File: src/rtl/mux_logic_unit_pipe_if.sv
// Operand/result handshake bundle for mux_logic_unit_pipe.
// The slave modport is the block's view; the master modport is the view of the source and consumer.
interface mux_logic_unit_pipe_if #(
  parameter int WIDTH = 8,
  parameter int CNT_W = 4
);
  logic             in_valid;
  logic             in_ready;
  logic [2:0]       in_op;
  logic [WIDTH-1:0] in_a;
  logic [WIDTH-1:0] in_b;
  logic             in_acc;
  logic             in_last;
  logic             out_valid;
  logic             out_ready;
  logic [WIDTH-1:0] out_y;
  logic [CNT_W-1:0] out_beats;

  modport master (
    output in_valid, in_op, in_a, in_b, in_acc, in_last, out_ready,
    input  in_ready, out_valid, out_y, out_beats
  );

  modport slave (
    input  in_valid, in_op, in_a, in_b, in_acc, in_last, out_ready,
    output in_ready, out_valid, out_y, out_beats
  );
endinterface

File: src/rtl/mux_logic_unit_pipe.sv
// Registered WIDTH-bit 2-input logic unit built from per-bit 2:1 muxes, with a valid/ready
// handshake and a multi-beat accumulate mode that feeds each result back as the next A operand.
module mux_logic_unit_pipe #(
  parameter int WIDTH = 8,
  parameter int CNT_W = 4
) (
  input  logic                 clk,
  input  logic                 rst,
  mux_logic_unit_pipe_if.slave bus
);
  typedef enum logic {IDLE = 1'b0, ACCUM = 1'b1} state_t;

  localparam logic [CNT_W-1:0] CNT_ONE = CNT_W'(1);
  localparam logic [CNT_W-1:0] CNT_MAX = '1;

  state_t           state_q, state_d;
  logic [WIDTH-1:0] acc_q, acc_d;
  logic [CNT_W-1:0] cnt_q, cnt_d;
  logic [WIDTH-1:0] out_y_q, out_y_d;
  logic [CNT_W-1:0] out_beats_q, out_beats_d;
  logic             out_valid_q, out_valid_d;

  logic [WIDTH-1:0] op_a;
  logic [WIDTH-1:0] mux_d0;
  logic [WIDTH-1:0] mux_d1;
  logic [WIDTH-1:0] f_y;
  logic [CNT_W-1:0] cnt_inc;
  logic             in_ready_int;
  logic             beat_xfer;

  // Inside a sequence the running result replaces in_a as the mux select.
  assign op_a         = (state_q == ACCUM) ? acc_q : bus.in_a;
  assign in_ready_int = !out_valid_q || bus.out_ready;
  assign beat_xfer    = bus.in_valid && in_ready_int;
  assign cnt_inc      = (cnt_q == CNT_MAX) ? cnt_q : cnt_q + CNT_ONE;

  always_comb begin
    mux_d0 = '0;
    mux_d1 = '0;
    case (bus.in_op)
      3'd0: begin mux_d0 = '1;          mux_d1 = '0;          end
      3'd1: begin mux_d0 = '0;          mux_d1 = bus.in_b;    end
      3'd2: begin mux_d0 = bus.in_b;    mux_d1 = '1;          end
      3'd3: begin mux_d0 = '1;          mux_d1 = ~bus.in_b;   end
      3'd4: begin mux_d0 = ~bus.in_b;   mux_d1 = '0;          end
      3'd5: begin mux_d0 = bus.in_b;    mux_d1 = ~bus.in_b;   end
      3'd6: begin mux_d0 = ~bus.in_b;   mux_d1 = bus.in_b;    end
      default: begin mux_d0 = '0;       mux_d1 = '1;          end
    endcase
  end

  generate
    for (genvar gi = 0; gi < WIDTH; gi++) begin : g_bit_mux
      assign f_y[gi] = op_a[gi] ? mux_d1[gi] : mux_d0[gi];
    end
  endgenerate

  always_comb begin
    state_d     = state_q;
    acc_d       = acc_q;
    cnt_d       = cnt_q;
    out_y_d     = out_y_q;
    out_beats_d = out_beats_q;
    // A drain clears the register unless a producing beat reloads it below.
    out_valid_d = out_valid_q && !bus.out_ready;
    if (beat_xfer) begin
      case (state_q)
        IDLE: begin
          if (bus.in_acc && !bus.in_last) begin
            acc_d   = f_y;
            cnt_d   = CNT_ONE;
            state_d = ACCUM;
          end else begin
            out_y_d     = f_y;
            out_beats_d = CNT_ONE;
            out_valid_d = 1'b1;
          end
        end
        ACCUM: begin
          if (bus.in_last) begin
            out_y_d     = f_y;
            out_beats_d = cnt_inc;
            out_valid_d = 1'b1;
            state_d     = IDLE;
          end else begin
            acc_d = f_y;
            cnt_d = cnt_inc;
          end
        end
        default: state_d = IDLE;
      endcase
    end
  end

  always_ff @(posedge clk) begin
    if (rst) begin
      state_q     <= IDLE;
      acc_q       <= '0;
      cnt_q       <= '0;
      out_y_q     <= '0;
      out_beats_q <= '0;
      out_valid_q <= 1'b0;
    end else begin
      state_q     <= state_d;
      acc_q       <= acc_d;
      cnt_q       <= cnt_d;
      out_y_q     <= out_y_d;
      out_beats_q <= out_beats_d;
      out_valid_q <= out_valid_d;
    end
  end

  assign bus.in_ready  = in_ready_int;
  assign bus.out_valid = out_valid_q;
  assign bus.out_y     = out_y_q;
  assign bus.out_beats = out_beats_q;
endmodule

File: src/flat_wrapper.sv
// flat-port wrapper written by rule: the top's interface ports become plain ports
module mux_logic_unit_pipe_flat 
#(
  parameter int WIDTH = 8,
  parameter int CNT_W = 4
)
  (clk, rst, bus_in_valid, bus_in_op, bus_in_a, bus_in_b, bus_in_acc, bus_in_last, bus_out_ready, bus_in_ready, bus_out_valid, bus_out_y, bus_out_beats);
  mux_logic_unit_pipe_if #(.WIDTH(WIDTH), .CNT_W(CNT_W)) bus_i ();
  input  logic clk;
  input  logic rst;
  input wire logic [$bits(bus_i.in_valid)-1:0] bus_in_valid;
  input wire logic [$bits(bus_i.in_op)-1:0] bus_in_op;
  input wire logic [$bits(bus_i.in_a)-1:0] bus_in_a;
  input wire logic [$bits(bus_i.in_b)-1:0] bus_in_b;
  input wire logic [$bits(bus_i.in_acc)-1:0] bus_in_acc;
  input wire logic [$bits(bus_i.in_last)-1:0] bus_in_last;
  input wire logic [$bits(bus_i.out_ready)-1:0] bus_out_ready;
  output wire logic [$bits(bus_i.in_ready)-1:0] bus_in_ready;
  output wire logic [$bits(bus_i.out_valid)-1:0] bus_out_valid;
  output wire logic [$bits(bus_i.out_y)-1:0] bus_out_y;
  output wire logic [$bits(bus_i.out_beats)-1:0] bus_out_beats;
  assign bus_i.in_valid = bus_in_valid;
  assign bus_i.in_op = bus_in_op;
  assign bus_i.in_a = bus_in_a;
  assign bus_i.in_b = bus_in_b;
  assign bus_i.in_acc = bus_in_acc;
  assign bus_i.in_last = bus_in_last;
  assign bus_i.out_ready = bus_out_ready;
  assign bus_in_ready = bus_i.in_ready;
  assign bus_out_valid = bus_i.out_valid;
  assign bus_out_y = bus_i.out_y;
  assign bus_out_beats = bus_i.out_beats;
  mux_logic_unit_pipe #(.WIDTH(WIDTH), .CNT_W(CNT_W)) u_core (.clk(clk), .rst(rst), .bus(bus_i));
endmodule
File: config.mk
export PLATFORM = sky130hd
export DESIGN_NAME = mux_logic_unit_pipe_flat
export DESIGN_NICKNAME = d
export VERILOG_FILES = /design/src/rtl/mux_logic_unit_pipe_if.sv /design/src/rtl/mux_logic_unit_pipe.sv /design/src/flat_wrapper.sv
export SDC_FILE = /design/constraint.sdc
export NUM_CORES = 1
export LEC_CHECK = 0
export CAP_MARGIN = 10
export CORE_ASPECT_RATIO = 0.6
export CORE_MARGIN = 2
export CORE_UTILIZATION = 40
export DETAILED_ROUTE_END_ITERATION = 16
export PLACE_DENSITY = 0.71
export SYNTH_ARGS = -nofsm -noshare
export SYNTH_HDL_FRONTEND = slang
export SYNTH_SLANG_ARGS = --single-unit
File: constraint.sdc
create_clock -name clk -period 1.8 [get_ports clk]
set_input_delay 0.36 -clock clk [delete_from_list [all_inputs] [get_ports clk]]
set_output_delay 0.36 -clock clk [all_outputs]
set_load 0.005 [all_outputs]
==> out/results.ini <==
[worst_setup_path]
critPathKind=in2reg
worstRegToRegCells=5
cp_max_fo=22
worstReg2RegStart=u_core.state_q
cp.required_ns=1.95
regToRegEndpoint=u_core.bus.out_y[5]
cp-end-kind=flop
cp.arrival_ns=1.84
start_kind=input pin
r2r_slack_ns=0.13

[pwr]
power.density_nw_per_um2=553
internal-power_uw=973
p_leak_nw=0.856
pwr-share-seq_pct=46.2
combPwrFrac_pct=30.1
switching_share_pct=27.9
p_switching_uw=377
clkPwrFrac_pct=23.7
ir_worst_vdd_mv=0.350

[route]
postRouteAntennaNets=0
dr.pass1.iters=4
wl_per_cell_um=14.2
drtIter0Drc=161
vias_per_cell=5.60
vias=1815
wl_mm=4.60
drc=0

[sta]
fin_crit_sh_pct=94.2
max_freq_mhz=590
worstMarginPinSlew_ns=0.434
slew_viol_final=0
fin_crit_ns=1.70
max_slew_margin_pct=70.3
hold_viol=0
setup_slack_ns=0.104
rsz0062_at_grt=no
finalClockSkew_ns=0.00481
report.final.setup_viol=0

[global_route]
grt_pass1_wl_mm=7.76
grt_usage_pct=18.0
antenna_found_initial=0
grt_overflow_total=0
grt_pass1_vias=1597
grt_start_max_net_pins=34

[synthesis]
ys_warn_count=0
synth_mux_area_share_pct=7.97
synth.ff_latch_count=26
syn-num-nets=246
yosysMostFrequentCell=dfxtp_1
synth_top_area_cell=dfxtp_1
synth_top_area_share_pct=28.1
synth_xor_area_share_pct=0.473
yosys.area_share.simple_pct=26.5
synth_cells=220
yosys.area_share.adder_pct=0.676
syn_area_um2=1850
netlist_top_cells_count=26 x dfxtp_1, 24 x o32ai_1, 21 x nand2b_1
synth_compound_area_share_pct=29.7
synth_cell_types=36
synth-seq-area-share_pct=28.1
syn_avg_cell_area_um2=8.42
async_flop_share_pct=0
yosys-top-cells-area=dfxtp_1 28%, o32ai_1 11%, nand2b_1 7.1%, mux2i_1 5.4%, nand3_1 5.4%
synth_top_family_by_area=compound AO/OA/AOI/OAI gates
ys.flop_type=dfxtp_1
synth_enable_flop_cells=0

[cells_and_area]
drive_gt1_share_pct=13.0
fin_nets=289
final_cells=324
num_antenna_cells=0
fin_util_pct=54.0
area_growth_pct=31.8

[die]
die_y_um=56.7
num_rows=19
die_area_um2=5210
core-area_um2=4520
die_width_um=91.8
io_pins=39
start_util_pct=41.0

[placement]
placedCellCount=321
hpwl_mm=3.50
place.port_buffers=38
gp_congestion=0.824
pre_cts_ws_ns=-0.230

[cts]
clock_latency_ns=0.27
tritoncts=yes
clk_path_buf_depth=2
numClockSinks=26
cts_setup_buffers=0
clockRootBuffer=clkbuf_8
path_clk_slew_ns=0.08
cts.htree.levels=1
numCtsBuffers=3

[outcome]
status=finished clean

[worst_hold_path]
min_path_type=reg2reg
min_from=u_core.bus.out_beats[1]
min_to=u_core.bus.out_beats[1]
whs_path_depth=2

[job]
cap_violations=0

## power groups by stage
stage               clock [mW]  sequential, mW  combinational, mW
global route             0.357           0.627              0.443
floorplan                    0           0.634              0.224
CTS                      0.330           0.623              0.403
finish                   0.320           0.623              0.406
detailed placement           0           0.636              0.402
global placement             0           0.636              0.393
## placed cells by master, fill, tap and decap left out, types with 2 or more instances in the layout
cell type and n:
a21oi_1 5, a31oi_1 9, and3b_1 8, buf_12 3, buf_4 18, clkbuf_8 3
clkdlybuf4s50_1 37, dfxtp_1 26, inv_1 2, mux2i_1 8, mux2i_2 3, nand2_1 9
nand2b_1 20, nand3_1 20, nor2_1 16, nor2b_1 9, o21a_1 8, o21ai_0 2
o22a_1 8, o31ai_1 8, o32ai_1 24
## worst max path at each step
stage	start	end	slack (ns)	cells after the start
after floorplan	bus_out_ready	u_core.bus.out_beats[0]	0.34	6
after global placement	bus_out_ready	u_core.acc_q[6]	-0.16	6
after detailed placement	bus_out_ready	u_core.acc_q[2]	-0.23	6
after CTS	bus_out_ready	u_core.acc_q[2]	0.07	6
after global routing	bus_in_op[0]	u_core.bus.out_y[1]	0.005	6
final	bus_in_op[1]	u_core.bus.out_y[2]	0.10	6
## flip-flops by register name, summed over array words and instances, names as in the netlist
signal                flops
u_core.state_q            1
u_core.bus.out_y          8
u_core.cnt_q              4
u_core.bus.out_beats      4
u_core.acc_q              8
u_core.bus.out_valid      1
## worst max-delay path: stages
cell             delay (ns)
clkdlybuf4s50_1        0.49
buf_4                  0.24
and3b_1                0.20
o21a_1                 0.17
o32ai_1                0.23
o32ai_1                0.15
## cells by family after synthesis
logic type      Yosys count
simple gates             87
compound gates           69
flops                    26
buf+inv                  23
mux                      13
xor+xnor                  1
fa+ha+maj                 1
## metal layers
layer,routed length [µm],part of all wire [%],GRT usage [%],up-vias
li1,-,-,-,924
met1,2410,52,26.9,845
met2,1940,42,27.2,44
met3,254,5.5,4.03,2
met4,6,0.13,2.13,0
met5,0,0,0,-
## metrics by stage
step / hold WS [ns] / cell area [µm²] / total power, mW / setup TNS (ns)
6_report: 0.471 / 2440 / 1.35 / 0
5_1_grt: 0.501 / 2440 / 1.43 / 0
4_1_cts: 0.478 / 2430 / 1.36 / 0
3_5_place_dp: 0.464 / 2390 / 1.04 / -2.91
3_3_place_gp: 0.460 / 2390 / 1.03 / -2.28
2_1_floorplan: 0.466 / 1850 / 0.858 / 0
## cell type report
class	instances	area (µm²)
flip-flops and latches	26	520
fillers	425	2080
well taps	63	78.8
repair buffers	59	574
inverters	2	7.51
clock buffers	3	41.3
multi-input cells	171	1220
## timing repair
action                                 4_1_cts  5_1_grt
pin swaps                                    0        1
setup endpoints to repair                    1        8
endpoints found under the hold margin        0        0
hold buffers                                 0        0
resized for setup                            1        3
Power figures use the tool's default switching activity.
